[config.mk]
export PLATFORM = sky130hd
export DESIGN_NAME = temp_scan_ctrl
export DESIGN_NICKNAME = d
export VERILOG_FILES = /design/src/rtl/temp_scan_ctrl.sv
export SDC_FILE = /design/constraint.sdc
export NUM_CORES = 1
export LEC_CHECK = 0
export CORE_AREA = 2 2 86 97
export DETAILED_ROUTE_END_ITERATION = 10
export DIE_AREA = 0 0 88 99
export PLACE_DENSITY_LB_ADDON = 0.25
export SLEW_MARGIN = 25
export SYNTH_ARGS = -nofsm -noshare
export SYNTH_HDL_FRONTEND = slang
export SYNTH_SLANG_ARGS = --single-unit
export TNS_END_PERCENT = 10
[constraint.sdc]
create_clock -name clk -period 3.7 [get_ports clk]
set_input_delay 0.74 -clock clk [delete_from_list [all_inputs] [get_ports clk]]
set_output_delay 0.74 -clock clk [all_outputs]
set_load 0.01 [all_outputs]
[src/rtl/temp_scan_ctrl.sv]
// Round-robin scheduler sharing one temp_analyzer across NUM_CH sensor channels,
// with per-channel debounce, worst-case state and a sticky fault interrupt.
module temp_scan_ctrl #(
    parameter int NUM_CH      = 4,
    parameter int SCAN_PERIOD = 1000,
    parameter int DEBOUNCE    = 3
) (
    input  logic                  clk,
    input  logic                  rst,
    input  logic                  enable,
    input  logic [8*NUM_CH-1:0]   ch_temp,
    output logic [7:0]            ana_temp_data,
    input  logic [1:0]            ana_temp_state,
    output logic [2*NUM_CH-1:0]   ch_state,
    output logic [1:0]            max_state,
    output logic                  scan_done,
    output logic                  fault_irq,
    input  logic                  irq_clr
);
    localparam int IW = (NUM_CH > 1) ? $clog2(NUM_CH) : 1;
    localparam int PW = $clog2(SCAN_PERIOD);
    localparam logic [1:0] ST_FAULT = 2'b11;

    typedef enum logic [2:0] {S_IDLE, S_WAIT, S_DRIVE, S_CAPTURE, S_DONE} state_t;

    state_t          state_q, state_d;
    logic [IW-1:0]   idx_q, idx_d;
    logic [PW-1:0]   period_q, period_d;
    logic [7:0]      data_q, data_d;
    logic            irq_q, irq_d;
    logic [1:0]      st_q   [NUM_CH];
    logic [1:0]      st_d   [NUM_CH];
    logic [1:0]      cand_q [NUM_CH];
    logic [1:0]      cand_d [NUM_CH];
    logic [3:0]      cnt_q  [NUM_CH];
    logic [3:0]      cnt_d  [NUM_CH];
    logic [7:0]      temp_arr [NUM_CH];

    logic            last_ch;
    logic            period_end;
    logic            fault_commit;
    logic [1:0]      s, com, cd;
    logic [3:0]      ct_inc;

    for (genvar k = 0; k < NUM_CH; k++) begin : g_ch
        assign temp_arr[k]          = ch_temp[8*k +: 8];
        assign ch_state[2*k +: 2]   = st_q[k];
    end

    assign last_ch    = (idx_q == IW'(NUM_CH - 1));
    assign period_end = (period_q == PW'(SCAN_PERIOD - 1));

    always_ff @(posedge clk or posedge rst) begin
        if (rst) state_q <= S_IDLE;
        else     state_q <= state_d;
    end

    // DONE can go straight to DRIVE when the period is exactly one scan long.
    always_comb begin
        state_d = state_q;
        case (state_q)
            S_IDLE:    if (enable) state_d = S_DRIVE;
            S_DRIVE:   state_d = S_CAPTURE;
            S_CAPTURE: state_d = last_ch ? S_DONE : S_DRIVE;
            S_DONE: begin
                if (!enable)         state_d = S_IDLE;
                else if (period_end) state_d = S_DRIVE;
                else                 state_d = S_WAIT;
            end
            S_WAIT: begin
                if (!enable)         state_d = S_IDLE;
                else if (period_end) state_d = S_DRIVE;
            end
            default:   state_d = S_IDLE;
        endcase
    end

    always_comb begin
        scan_done = (state_q == S_DONE);
        max_state = 2'b00;
        for (int k = 0; k < NUM_CH; k++) begin
            if (st_q[k] > max_state) max_state = st_q[k];
        end
    end

    always_comb begin
        idx_d = idx_q;
        if (state_q == S_CAPTURE) idx_d = last_ch ? '0 : idx_q + 1'b1;

        if (state_d == S_IDLE || (state_d == S_DRIVE && state_q != S_CAPTURE))
            period_d = '0;
        else
            period_d = period_end ? '0 : period_q + 1'b1;

        data_d = data_q;
        if (state_d == S_DRIVE) data_d = temp_arr[idx_d];
    end

    always_comb begin
        s      = ana_temp_state;
        com    = st_q[idx_q];
        cd     = cand_q[idx_q];
        ct_inc = cnt_q[idx_q] + 4'd1;
        fault_commit = 1'b0;
        for (int k = 0; k < NUM_CH; k++) begin
            st_d[k]   = st_q[k];
            cand_d[k] = cand_q[k];
            cnt_d[k]  = cnt_q[k];
        end
        if (state_q == S_CAPTURE) begin
            if (s == ST_FAULT && com != ST_FAULT) begin
                st_d[idx_q]  = ST_FAULT;
                cnt_d[idx_q] = 4'd0;
                fault_commit = 1'b1;
            end else if (s == com) begin
                cnt_d[idx_q]  = 4'd0;
                cand_d[idx_q] = s;
            end else if (s == cd) begin
                if (ct_inc == 4'(DEBOUNCE)) begin
                    st_d[idx_q]  = s;
                    cnt_d[idx_q] = 4'd0;
                end else begin
                    cnt_d[idx_q] = ct_inc;
                end
            end else begin
                cand_d[idx_q] = s;
                if (DEBOUNCE == 1) begin
                    st_d[idx_q]  = s;
                    cnt_d[idx_q] = 4'd0;
                end else begin
                    cnt_d[idx_q] = 4'd1;
                end
            end
        end
        // A new FAULT commit wins over a simultaneous clear.
        irq_d = fault_commit ? 1'b1 : (irq_clr ? 1'b0 : irq_q);
    end

    always_ff @(posedge clk or posedge rst) begin
        if (rst) begin
            idx_q    <= '0;
            period_q <= '0;
            data_q   <= '0;
            irq_q    <= 1'b0;
            for (int k = 0; k < NUM_CH; k++) begin
                st_q[k]   <= 2'b00;
                cand_q[k] <= 2'b00;
                cnt_q[k]  <= 4'd0;
            end
        end else begin
            idx_q    <= idx_d;
            period_q <= period_d;
            data_q   <= data_d;
            irq_q    <= irq_d;
            for (int k = 0; k < NUM_CH; k++) begin
                st_q[k]   <= st_d[k];
                cand_q[k] <= cand_d[k];
                cnt_q[k]  <= cnt_d[k];
            end
        end
    end

    assign ana_temp_data = data_q;
    assign fault_irq     = irq_q;
endmodule

==> flow_summary.ini <==
[synthesis]
synthCells = 302
syn_nets = 356
ys_types = 53
synthAdderAreaFrac_pct = 6.370
synth_warnings = 0
ys_seq_area_share_pct = 42.22
netlist_area_sq_um = 3319
synth_flop_cell = dfrtp_1
syn_avg_cell_area_sq_um = 10.99
synth_area_leaders = dfrtp_1 42%, mux4_2 9.5%, mux2_2 6.1%, ha_1 6.0%, nand2_1 4.1%
synth_top_area_share_pct = 42.22
yosysMostFrequentCell = dfrtp_1
synth_xor_area_share_pct = 3.694
synth_compound_area_share_pct = 10.74
synth-simple-area-share_pct = 11.46
synth_mux_area_share_pct = 20.77
yosys_register_bits = 56
async_reset_ff_share_pct = 100.0
synth_top_area_cell = dfrtp_1
synth_top_family_by_area = multiplexers
synth.cells.most_frequent = 56 x dfrtp_1, 36 x nand2_1, 22 x inv_1
synth-edff-count = 0

[timing]
clock.fmax_mhz = 264.8
worstMarginPinSlew_ns = 0.6866
holdWs_ns = 0.4899
max_slew_margin_pct = 54.16
grt_setup_unrepaired = yes
setup_viol = 1
fin_setup_tns_ns = -0.07662
fin_crit_sh_pct = 102.1
fin_ws_ns = -0.07662
fin_crit_ns = 3.777
final_hold_viol_count = 0
drv_slew = 0
clock_skew_ns = 0.01381

[clock_network]
holdBufCountCts = 0
htree_levels = 2
root_buffer = clkbuf_8
cts.sinks = 56
cts_made_buffers = 5
cts.clk_slew.worst_paths_ns = 0.11
cts_buffer_depth = 2
insertion_delay_ns = 0.33
cts_tree = yes

[layout]
fin_util_pct = 55.36
nFillCells = 671
antenna_cells = 0
nets = 428
multi_input_area_sq_um = 1838
regArea_sq_um = 1401
drive_above_1_share_pct = 22.40
area_growth_pct = 28.42

[critical_path]
worstSetupStartpointType = register
crit_path_end_kind = primary output
cp.required_ns = 2.96
worstReg2RegStart = idx_q[0]$_DFF_PP0_
r2r_end = ch_state[0]$_DFFE_PP0P_
worstSetupPathType = register to primary output
reg2reg_depth = 6
reg2reg_slack_ns = 0.89
endpoint = max_state[0]
arrival_ns = 3.04
critPathMaxFanout = 3
worstSetupStartpoint = ch_state[3]$_DFFE_PP0P_

[die]
io_pins = 58
initial_core_util_pct = 43.11
row_count = 34
core-area_sq_um = 7700
dieArea_sq_um = 8712
die_w_um = 88
die_h_um = 99

[placement]
hpwl_mm = 5.330
port_buffers = 57
gp_congestion = 0.8220
pre_cts_ws_ns = -0.2967

[route]
via_per_inst = 5.178
wirelength_mm = 7.031
vias = 2501
first_pass_iters = 4
drt-initial-drc-count = 119
remaining_drc_errors = 0
wire_per_inst_um = 14.56
antenna_left = 0

[pwr]
power_density_nw_per_um2 = 897.3
total_power_mw = 3.825
p_leak_nw = 1.900
ir_drop_v = 0.0003517

[grt]
grt_use_total_pct = 17.77
grt_max_degree = 34
grt_pass1_wl_mm = 12.25
grt_pass1_vias = 2675
overflow = 0
antenna_found_initial = 0

[run]
cap_viol_max_count = 0

[min_path]
hold_class = register to register

[status]
status = finished, violations left
violations = negative setup slack
[placed cells by master, fill, tap and decap left out, drive strengths merged, types with 3 or more instances in the layout]
cell,instances
mux2i,13
o21ai,17
xor2,4
and2,3
inv,26
o31ai,4
nand2,36
dfrtp,56
clkdlybuf4s50,56
xnor2,10
or2,3
mux2,21
mux4,14
nand3,8
clkbuf,5
ha,16
a22oi,4
and3,4
buf,19
a21oi,4
nor2,20
o32ai,4
[layout make-up]
type | count | area share (%)
Clock buffer | 5 | 1.614
Clock inverter | 3 | 0.6751
Inverter | 24 | 2.113
Multi-Input combinational cell | 212 | 43.12
Sequential cell | 56 | 32.87
Tap cell | 108 | 3.170
Timing Repair Buffer | 75 | 16.44
[critical path, cell delays in order (launching register included)]
cell and delay, ns:
dfrtp_1 0.42, inv_2 0.09, ha_4 0.21, inv_2 0.06, a22oi_2 0.04, o221a_2 0.32, ha_4 0.27, inv_2 0.03
o22ai_2 0.17, mux2_4 0.34, ha_4 0.18, nor2_4 0.11, nor2_2 0.05, o32ai_2 0.23, a21oi_1 0.06, buf_2 0.14
[sequential cells by signal (all words and copies together), names as in the netlist]
signal,count
fault_irq,1
cnt_q,16
ch_state,8
idx_q,2
state_q,3
period_q,10
ana_temp_data,8
cand_q,8
[metrics by stage]
stage / instance area [sq um] / instances
floorplan: 3319 / 302
global placement: 4055 / 470
detailed placement: 4055 / 470
CTS: 4198 / 479
global route: 4263 / 483
finish: 4263 / 483
[worst min path at each step]
stage                     depth (start not counted)                   from                     to  slack, ns
after global placement                            2  cnt_q[12]$_DFFE_PP0P_  cnt_q[12]$_DFFE_PP0P_       0.46
after CTS                                         1  period_q[0]$_DFF_PP0_  period_q[0]$_DFF_PP0_       0.49
after global routing                              1  period_q[0]$_DFF_PP0_  period_q[0]$_DFF_PP0_       0.51
after floorplan                                   2   cnt_q[5]$_DFFE_PP0P_   cnt_q[5]$_DFFE_PP0P_       0.44
final                                             2   cnt_q[9]$_DFFE_PP0P_   cnt_q[9]$_DFFE_PP0P_       0.49
after detailed placement                          2   cnt_q[0]$_DFFE_PP0P_   cnt_q[0]$_DFFE_PP0P_       0.47
[cell families (layout without fill, tap and decap cells)]
kind of cell / after synthesis / in the layout
XOR/XNOR: 14 / 14
multiplexers: 48 / 48
adder cells (fa/ha/maj): 17 / 17
buffers and inverters: 34 / 107
AO/OA/AOI/OAI: 49 / 49
flip-flops: 56 / 56
AND/OR/NAND/NOR: 84 / 84
[per-layer routing]
| metal | up-vias | part of all wire [%] | GRT usage, % |
|---|---|---|---|
| met2 | 64 | 49 | 29.43 |
| met5 | - | 0 | 0 |
| met3 | 9 | 4.9 | 4.774 |
| li1 | 1219 | - | - |
| met1 | 1209 | 45 | 23.16 |
| met4 | 0 | 1.3 | 4.142 |
[power breakdown]
| part | total (mW) | internal, mW | switching, mW |
|---|---|---|---|
| Combinational | 2.37 | 1.29 | 1.08 |
| Clock | 0.365 | 0.143 | 0.221 |
| Sequential | 1.09 | 0.864 | 0.222 |
[repair_timing]
item | CTS | global route
gates resized for setup | 12 | 8
setup buffers | 1 | 4
pin swaps | 4 | 9
endpoints found under the hold margin | 0 | 0
setup endpoints to repair | 1 | 1
Note: power is estimated with default switching activity, not from simulation.
